[config.mk]
export PLATFORM = sky130hd
export DESIGN_NAME = mem_arbiter_flat
export DESIGN_NICKNAME = d
export VERILOG_FILES = /design/src/rtl/cpu_types_pkg.sv /design/src/rtl/mem_arbiter_pkg.sv /design/src/rtl/mem_arbiter_if.sv /design/src/rtl/mem_arbiter.sv /design/src/flat_wrapper.sv
export SDC_FILE = /design/constraint.sdc
export NUM_CORES = 1
export LEC_CHECK = 0
export BUFFER_PORTS_ARGS = -buffer_cell sky130_fd_sc_hd__buf_2
export CORE_MARGIN = 4
export CORE_UTILIZATION = 37
export CTS_BUF_LIST = sky130_fd_sc_hd__clkbuf_4 sky130_fd_sc_hd__clkbuf_8 sky130_fd_sc_hd__clkbuf_16
export CTS_CLUSTER_DIAMETER = 30
export DETAILED_ROUTE_END_ITERATION = 12
export PLACE_DENSITY_LB_ADDON = 0.08
export SETUP_SLACK_MARGIN = 0.4
export SLEW_MARGIN = 20
export SYNTH_ARGS = -nofsm -noshare
export SYNTH_HDL_FRONTEND = slang
export SYNTH_SLANG_ARGS = --single-unit
[constraint.sdc]
create_clock -name CLK -period 1.8 [get_ports CLK]
set_input_delay 0.09 -clock CLK [delete_from_list [all_inputs] [get_ports CLK]]
set_output_delay 0.09 -clock CLK [all_outputs]
set_load 0.01 [all_outputs]
[src/rtl/cpu_types_pkg.sv]
// Shared CPU-wide types: machine word and RAM handshake status.
package cpu_types_pkg;

    typedef logic [31:0] word_t;

    typedef enum logic [1:0] {
        FREE   = 2'd0,
        BUSY   = 2'd1,
        ACCESS = 2'd2,
        ERROR  = 2'd3
    } ramstate_t;

endpackage

[src/rtl/mem_arbiter_pkg.sv]
// Arbiter FSM encoding and the default RAM-access timeout.
package mem_arbiter_pkg;

    typedef enum logic [2:0] {
        IDLE,
        DREQ,
        IREQ,
        DRESP,
        IRESP
    } arb_state_t;

    localparam int unsigned TIMEOUT_DEFAULT = 255;

endpackage

[src/rtl/mem_arbiter_if.sv]
// Cache-side request signals and RAM-side strobes shared by the arbiter and its environment.
interface mem_arbiter_if;
    import cpu_types_pkg::*;

    logic      iREN;
    word_t     iaddr;
    logic      dREN;
    logic      dWEN;
    word_t     daddr;
    word_t     dstore;
    word_t     ramload;
    ramstate_t ramstate;

    logic      ramREN;
    logic      ramWEN;
    word_t     ramaddr;
    word_t     ramstore;
    logic      ihit;
    logic      dhit;
    word_t     iload;
    word_t     dload;
    logic      fault;

    modport slave (
        input  iREN, iaddr, dREN, dWEN, daddr, dstore, ramload, ramstate,
        output ramREN, ramWEN, ramaddr, ramstore, ihit, dhit, iload, dload, fault
    );

    modport master (
        output iREN, iaddr, dREN, dWEN, daddr, dstore, ramload, ramstate,
        input  ramREN, ramWEN, ramaddr, ramstore, ihit, dhit, iload, dload, fault
    );

endinterface

[src/rtl/mem_arbiter.sv]
// Single-port RAM arbiter between instruction and data requests, with
// alternation under contention, a wait-cycle timeout and RAM error abort.
module mem_arbiter
    import cpu_types_pkg::*, mem_arbiter_pkg::*;
#(
    parameter int unsigned TIMEOUT = TIMEOUT_DEFAULT
) (
    input  logic           CLK,
    input  logic           nRST,
    mem_arbiter_if.slave   bus
);

    localparam logic [7:0] TIMEOUT_W = 8'(TIMEOUT);

    arb_state_t state;
    logic       last_d;
    logic [7:0] wait_cnt;
    word_t      iload_q;
    word_t      dload_q;
    logic       fault_q;

    logic d_req;
    logic req_held;

    assign d_req    = bus.dREN | bus.dWEN;
    assign req_held = (state == DREQ) ? d_req : bus.iREN;

    always_ff @(posedge CLK or negedge nRST) begin
        if (!nRST) begin
            state    <= IDLE;
            last_d   <= 1'b0;
            wait_cnt <= '0;
            iload_q  <= '0;
            dload_q  <= '0;
            fault_q  <= 1'b0;
        end else begin
            fault_q <= 1'b0;
            case (state)
                IDLE: begin
                    // Data has priority unless it was served last and fetch is also waiting.
                    if (d_req && !(bus.iREN && last_d))
                        state <= DREQ;
                    else if (bus.iREN)
                        state <= IREQ;
                end
                DREQ, IREQ: begin
                    if (!req_held) begin
                        state    <= IDLE;
                        wait_cnt <= '0;
                    end else if (bus.ramstate == ACCESS) begin
                        // ACCESS is checked before the timeout so it wins on the boundary cycle.
                        wait_cnt <= '0;
                        if (state == DREQ) begin
                            dload_q <= bus.ramload;
                            state   <= DRESP;
                        end else begin
                            iload_q <= bus.ramload;
                            state   <= IRESP;
                        end
                    end else if (bus.ramstate == ERROR || wait_cnt == TIMEOUT_W) begin
                        fault_q  <= 1'b1;
                        wait_cnt <= '0;
                        state    <= IDLE;
                    end else begin
                        wait_cnt <= wait_cnt + 8'd1;
                    end
                end
                DRESP: begin
                    last_d <= 1'b1;
                    state  <= IDLE;
                end
                IRESP: begin
                    last_d <= 1'b0;
                    state  <= IDLE;
                end
                default: state <= IDLE;
            endcase
        end
    end

    always_comb begin
        bus.ramREN   = 1'b0;
        bus.ramWEN   = 1'b0;
        bus.ramaddr  = '0;
        bus.ramstore = '0;
        case (state)
            DREQ: begin
                bus.ramREN   = bus.dREN;
                bus.ramWEN   = bus.dWEN;
                bus.ramaddr  = bus.daddr;
                bus.ramstore = bus.dstore;
            end
            IREQ: begin
                bus.ramREN  = 1'b1;
                bus.ramaddr = bus.iaddr;
            end
            default: ;
        endcase
    end

    assign bus.dhit  = (state == DRESP);
    assign bus.ihit  = (state == IRESP);
    assign bus.iload = iload_q;
    assign bus.dload = dload_q;
    assign bus.fault = fault_q;

endmodule
[src/flat_wrapper.sv]
// flat-port wrapper written by rule: the top's interface ports become plain ports
module mem_arbiter_flat import cpu_types_pkg::*, mem_arbiter_pkg::*;
#(
    parameter int unsigned TIMEOUT = TIMEOUT_DEFAULT
)
  (CLK, nRST, bus_iREN, bus_iaddr, bus_dREN, bus_dWEN, bus_daddr, bus_dstore, bus_ramload, bus_ramstate, bus_ramREN, bus_ramWEN, bus_ramaddr, bus_ramstore, bus_ihit, bus_dhit, bus_iload, bus_dload, bus_fault);
  mem_arbiter_if bus_i ();
  input  logic CLK;
  input  logic nRST;
  input wire logic [$bits(bus_i.iREN)-1:0] bus_iREN;
  input wire logic [$bits(bus_i.iaddr)-1:0] bus_iaddr;
  input wire logic [$bits(bus_i.dREN)-1:0] bus_dREN;
  input wire logic [$bits(bus_i.dWEN)-1:0] bus_dWEN;
  input wire logic [$bits(bus_i.daddr)-1:0] bus_daddr;
  input wire logic [$bits(bus_i.dstore)-1:0] bus_dstore;
  input wire logic [$bits(bus_i.ramload)-1:0] bus_ramload;
  input wire logic [$bits(bus_i.ramstate)-1:0] bus_ramstate;
  output wire logic [$bits(bus_i.ramREN)-1:0] bus_ramREN;
  output wire logic [$bits(bus_i.ramWEN)-1:0] bus_ramWEN;
  output wire logic [$bits(bus_i.ramaddr)-1:0] bus_ramaddr;
  output wire logic [$bits(bus_i.ramstore)-1:0] bus_ramstore;
  output wire logic [$bits(bus_i.ihit)-1:0] bus_ihit;
  output wire logic [$bits(bus_i.dhit)-1:0] bus_dhit;
  output wire logic [$bits(bus_i.iload)-1:0] bus_iload;
  output wire logic [$bits(bus_i.dload)-1:0] bus_dload;
  output wire logic [$bits(bus_i.fault)-1:0] bus_fault;
  assign bus_i.iREN = bus_iREN;
  assign bus_i.iaddr = bus_iaddr;
  assign bus_i.dREN = bus_dREN;
  assign bus_i.dWEN = bus_dWEN;
  assign bus_i.daddr = bus_daddr;
  assign bus_i.dstore = bus_dstore;
  assign bus_i.ramload = bus_ramload;
  assign bus_i.ramstate = bus_ramstate;
  assign bus_ramREN = bus_i.ramREN;
  assign bus_ramWEN = bus_i.ramWEN;
  assign bus_ramaddr = bus_i.ramaddr;
  assign bus_ramstore = bus_i.ramstore;
  assign bus_ihit = bus_i.ihit;
  assign bus_dhit = bus_i.dhit;
  assign bus_iload = bus_i.iload;
  assign bus_dload = bus_i.dload;
  assign bus_fault = bus_i.fault;
  mem_arbiter #(.TIMEOUT(TIMEOUT)) u_core (.CLK(CLK), .nRST(nRST), .bus(bus_i));
endmodule
==> impl_metrics.yaml, run 1 <==
outcome:
  status: "complete, but fails checks"
  violations: "setup timing"
layout:
  drive_above_1_share_pct: 69.7
  final_nets: 770
  syn_to_final_growth_pct: 91.8
  final_util_pct: 72.5
  final_area_um2: 7020
pwr:
  powerDensity_nw_per_um2: 1560
  vdd_ir_drop_max_v: 0.000656
  leakage_uw: 0.00359
worst_hold_path:
  holdPathStages: 3
  min_from: "bus_ramstate[0]"
  hold_end: "u_core.bus.fault"
  hp-class: "input pin to register"
synthesis:
  yosys_warnings: 0
  async_flop_share_pct: 100
  ys.flop_type: "dfrtp_1"
  synth_cell_types: 37
  syn_nets: 428
  synthesis.area_um2: 3660
  netlist_instances: 292
  syn_avg_cell_area_um2: 12.5
  ys_ff_latch: 77
  ys_seq_area_share_pct: 52.6
  synth_edf_count: 0
critical_path:
  cpLargestDelayFamily: "buffers and inverters"
  crit_arrival_ps: 2140
  critPathKind: "register to register"
  crit_fanout: 12
  max_stage_delay_ps: 440
  reg2reg_from: "u_core.state[2]"
  critPathBufInv: 3
  path_cells: "nor3b_4, buf_6, nor3b_4, buf_6, buf_16, mux2_4"
  reg2regPathDepth: 6
  cp.required_ps: 2040
  regToRegSetupSlack_ps: -100
  cp.depth: 6
  r2r_end: "u_core.bus.dload[4]"
  crit_path_end_kind: "register"
  startpoint_type: "register"
  crit_slowest_cell: "dfrtp_2"
timing:
  finalCriticalPeriod_ps: 1900
  min_period_over_period_pct: 106
  hold_viol: 0
  setup_viol: 99
  finalClockSkew_ps: 6.27
  rsz0062_at_grt: "yes"
  tightest_slew_ps: 404
  setup_slack_ps: -102
  max_slew_margin_pct: 72.7
  drv_slew: 0
  hold_slack_ps: 47.2
  max_freq_mhz: 526
die:
  dieWidth_um: 107
  io_pins: 268
  rows: 36
  fp.dieH_um: 107
  initial_core_util_pct: 37.8
  die_area_um2: 11500
  core_um2: 9680
routing:
  wl_per_cell_um: 19.6
  avgViaCountPerCell: 4.87
  first_iter_violations: 207
  drcViolationCount: 0
  drt-total-wl_um: 15200
  first_pass_iters: 4
  ant_nets: 0
  num_vias: 3761
global_routing:
  grt_use_total_pct: 22.8
  grt_pass1_wl_um: 20000
  grt_max_degree: 59
  grt_pass1_vias: 3727
  antenna_found_initial: 1
  gr-total-overflow: 0
placed_design:
  pre_cts_ws_ps: -22.5
  port_buffers: 267
  place.gp.congestion: 0.851
  placed_area_um2: 5350
  dp_hpwl_um: 10100
cts:
  cts_buffer_depth: 2
  root_buffer: "clkbuf_8"
  worst_skew_pair.late_latency_ps: 350
  htreeDepth: 3
  clk_pin_slew_ps: 80
  cts.sinks: 77
  cts_tree: "built"
  cts_buffers: 9
run:
  maxCapViolCount: 0
-- tightest hold or removal path, delay by kind of cell --
| family | cells | cell delay, ps |
|---|---|---|
| buf+inv | 1 | 110 |
| simple gates | 1 | 50 |
| compound gates | 1 | 110 |
-- synth_stat cells (3+ instances only) --
cell      count  area share (%)
buf_2         4            0.55
dfrtp_1      77              53
a21oi_1       4            0.55
and2_1       33             5.6
inv_1         3            0.31
mux2_2       35              11
mux2_1       29             8.9
buf_4         4            0.82
nand2_1       4            0.41
nor2_1       13             1.3
nor3b_1       3            0.62
nor4b_1       3            0.72
nor3_1        4            0.55
nand3_1       3            0.41
clkbuf_1     11             1.1
xnor2_1       6             1.4
a22o_1       32             7.7
-- area by class of cell --
cell class	instances	area, µm²
antenna	1	2.50
clock buffer	11	151
clock inverter	4	95.1
fill	674	2670
inverter	3	11.3
multi-input combinational	193	2050
sequential	77	1930
tap	133	166
timing repair buffer	350	2620
-- cells in the final DEF, fill, tap and decap left out, types with 4 or more instances in the layout --
| master | synthesis | layout |
|---|---|---|
| nor2_1 | 13 | 13 |
| dlygate4sd3_1 | 0 | 33 |
| buf_4 | 4 | 19 |
| buf_2 | 4 | 228 |
| buf_12 | 0 | 10 |
| xnor2_1 | 6 | 5 |
| clkbuf_16 | 0 | 6 |
| nand2_1 | 4 | 4 |
| clkbuf_8 | 0 | 11 |
| and2_1 | 33 | 9 |
| and2_4 | 0 | 24 |
| dfrtp_1 | 77 | 75 |
| buf_6 | 0 | 49 |
| nor3b_4 | 1 | 5 |
| a22o_1 | 32 | 31 |
| mux2_4 | 0 | 61 |
-- cells by family (layout without fill, tap and decap cells) --
kind of cell	count (synthesis)	after routing	share of synthesized area, %
buffers and inverters	22	368	2.80
flip-flops	77	77	52.6
adder cells (fa/ha/maj)	1	1	0.342
multiplexers	65	65	20.0
AO/OA/AOI/OAI	44	44	9.81
other	0	1	0
AND/OR/NAND/NOR	77	77	13.0
XOR/XNOR	6	6	1.44
-- where the power goes --
group          internal (µW)  switching [µW]
clock                    987             637
combinational           3640            2710
sequential              2500             460
-- flip-flops by register name (all words and copies together) (netlist names) --
name              cells
u_core.bus.fault      1
u_core.bus.dload     32
u_core.last_d         1
u_core.wait_cnt       8
u_core.state          3
u_core.bus.iload     32
-- metrics by stage --
step | setup TNS, ps | total power (µW) | cells
after floorplan | 0 | 5450 | 292
after global placement | 0 | 7360 | 690
after detailed placement | -127 | 7450 | 690
after CTS | -3000 | 9900 | 746
after global routing | -12140 | 11500 | 772
final | -4690 | 10900 | 772
-- worst max path at each step --
stage,slack (ps),to,from
2_1_floorplan,20,u_core.bus.iload[10],u_core.state[1]
3_3_place_gp,20,u_core.state[1],u_core.state[0]
3_5_place_dp,-20,u_core.bus.iload[8],u_core.state[2]
4_1_cts,-70,u_core.bus.iload[8],u_core.state[1]
5_1_grt,-150,u_core.bus.dload[4],u_core.state[2]
6_report,-100,u_core.bus.dload[4],u_core.state[2]
-- per-layer routing --
layer | track usage (%) | wire (µm) | up-vias
met5 | 0 | 0 | -
met4 | 8.84 | 476 | 0
met3 | 7.32 | 1150 | 31
met2 | 38.6 | 7680 | 172
met1 | 27.0 | 5850 | 1821
li1 | - | - | 1737
-- timing repair --
item                                    4_1_cts  5_1_grt
hold buffers                                 32        1
pin swaps                                     8       29
gates resized for setup                      81       78
setup buffers                                 7       15
gates cloned                                  2        9
endpoints found under the hold margin       141        2
endpoints found under the setup margin      143      143
Power figures use the tool's default switching activity.
==> inputs of run 2 (changes only) <==
--- a/config.mk
+++ b/config.mk
@@ -6,13 +6,13 @@
 export NUM_CORES = 1
 export LEC_CHECK = 0
 export BUFFER_PORTS_ARGS = -buffer_cell sky130_fd_sc_hd__buf_2
-export CORE_MARGIN = 4
+export CORE_MARGIN = 10
 export CORE_UTILIZATION = 37
 export CTS_BUF_LIST = sky130_fd_sc_hd__clkbuf_4 sky130_fd_sc_hd__clkbuf_8 sky130_fd_sc_hd__clkbuf_16
 export CTS_CLUSTER_DIAMETER = 30
 export DETAILED_ROUTE_END_ITERATION = 12
 export PLACE_DENSITY_LB_ADDON = 0.08
-export SETUP_SLACK_MARGIN = 0.4
+export SETUP_SLACK_MARGIN = 0.1
 export SLEW_MARGIN = 20
 export SYNTH_ARGS = -nofsm -noshare
 export SYNTH_HDL_FRONTEND = slang
==> run 2 against run 1 <==
The flow still finishes with violations (setup timing). Clock power shrank 20%. Non-clock buffer count grew 1. Sequential power is essentially flat. Sequential share of layout area grew 1.0 points.
==> impl_metrics.yaml, run 2 (same netlist as run 1, synthesis figures left out) <==
outcome:
  status: "complete, but fails checks"
  violations: "setup timing"
timing:
  drv_slew: 0
  tightest_slew_ps: 403
  hold_viol: 0
  max_freq_mhz: 520
  min_period_over_period_pct: 107
  max_slew_margin_pct: 72.7
  rsz0062_at_grt: "yes"
  hold_slack_ps: 51.9
  finalClockSkew_ps: 4.15
  setup_slack_ps: -123
  setup_viol: 101
  finalCriticalPeriod_ps: 1920
die:
  rows: 36
  fp.dieH_um: 119
  core_um2: 9680
  initial_core_util_pct: 37.8
  die_area_um2: 14300
  dieWidth_um: 119
  io_pins: 268
critical_path:
  crit_arrival_ps: 2160
  path_cells: "nor3b_4, buf_6, mux2i_4, nor3b_4, buf_6, clkbuf_16, mux2_4"
  critPathBufInv: 3
  critPathKind: "register to register"
  startpoint_type: "register"
  crit_fanout: 5
  crit_path_end_kind: "register"
  cpLargestDelayFamily: "simple AND/OR/NAND/NOR gates"
  max_stage_delay_ps: 440
  crit_slowest_cell: "dfrtp_2"
  cp.required_ps: 2040
placed_design:
  pre_cts_ws_ps: 34.8
  place_inst: 687
  port_buffers: 267
  dp_hpwl_um: 11100
  place.gp.congestion: 0.825
routing:
  avgViaCountPerCell: 4.79
  drcViolationCount: 0
  num_vias: 3701
  ant_nets: 0
  first_pass_iters: 4
  drt-total-wl_um: 15900
  wl_per_cell_um: 20.5
  first_iter_violations: 162
pwr:
  power_frac_comb_pct: 59.5
  pwr-share-clk_pct: 12.4
  leakage_uw: 0.00347
  powerDensity_nw_per_um2: 1540
  p_seq_share_pct: 28.1
  power.switching_uw: 3800
  swShare_pct: 36.3
  p_int_uw: 6660
  vdd_ir_drop_max_v: 0.000844
global_routing:
  grt_max_degree: 78
  grt_use_total_pct: 20.2
  antenna_found_initial: 1
  gr-total-overflow: 0
  grt_pass1_vias: 3905
  grt_pass1_wl_um: 22900
layout:
  drive_above_1_share_pct: 65.8
  fin_cells: 773
  multiInputGateArea_um2: 1850
  fillers: 724
  final_cell_mix: "buf_2 (243), dfrtp_1 (75), buf_6 (34), dlygate4sd3_1 (33)"
  syn_to_final_growth_pct: 84.9
  diodes: 0
  final_common_cell: "buf_2"
  regArea_um2: 1930
  final_nets: 771
cts:
  worst_skew_pair.late_latency_ps: 350
  cts_buffer_depth: 2
  cts_buffers: 9
  clk_pin_slew_ps: 70
  root_buffer: "clkbuf_8"
  htreeDepth: 3
  cts.sinks: 77
  cts_tree: "built"
worst_hold_path:
  hp-class: "input pin to register"
run:
  maxCapViolCount: 0
run 2: power groups by stage:
stage	sequential (µW)	clock [µW]	combinational (µW)
finish	2940	1300	6220
global route	3030	1420	6620
CTS	2900	1330	5380
detailed placement	2930	0	4430
global placement	2900	0	4350
floorplan	3240	0	2030
run 2: per-layer routing:
| metal | vias to the layer above | track usage [%] | share of wire [%] |
|---|---|---|---|
| met2 | 153 | 37.3 | 55 |
| li1 | 1741 | - | - |
| met5 | - | 0 | 0.082 |
| met1 | 1788 | 20.9 | 36 |
| met4 | 2 | 6.18 | 1.1 |
| met3 | 17 | 7.13 | 8.2 |
run 2: final timing paths:
path / depth (start not counted) / slack, ps / start / to
max reg2reg: 7 / -120 / u_core.state[1] / u_core.bus.iload[29]
min: 3 / 50 / bus_ramstate[0] / u_core.bus.fault
max: 7 / -120 / u_core.state[1] / u_core.bus.iload[29]
min reg2reg: 1 / 500 / u_core.bus.dload[5] / u_core.bus.dload[5]
max in group asynchronous: 3 / 1160 / nRST / u_core.state[1]
min in group asynchronous: 3 / 270 / nRST / u_core.bus.dload[3]
run 2: worst min-delay path: cells and delay by family:
family | cells | cell delay, ps
buffers and inverters | 1 | 100
AND/OR/NAND/NOR | 1 | 60
AO/OA/AOI/OAI | 1 | 110
run 2: cell type report:
type | instances | area share (%)
clock buffers | 14 | 2.75
well taps | 133 | 2.46
multi-input cells | 193 | 27.4
clock inverters | 2 | 0.222
repair buffers | 351 | 38.5
inverters | 3 | 0.203
flip-flops and latches | 77 | 28.5
run 2: metrics by stage:
stage                     cell area, µm²  setup TNS, ps  power [µW]  utilization [%]
after floorplan                     3710              0        5270                -
after global placement              5270              0        7260             54.4
after detailed placement            5270              0        7360             54.4
after CTS                           6190          -1210        9600             63.9
after global routing                6770         -15750       11100             69.9
final                               6770          -6520       10500             69.9
run 2: timing repair:
item | CTS | global route
buffers inserted | 12 | 12
pin swaps | 11 | 21
setup endpoints to repair | 100 | 138
gates resized for setup | 49 | 64
hold buffers | 33 | 0
gates cloned | 4 | 9
hold endpoints to repair | 140 | 0
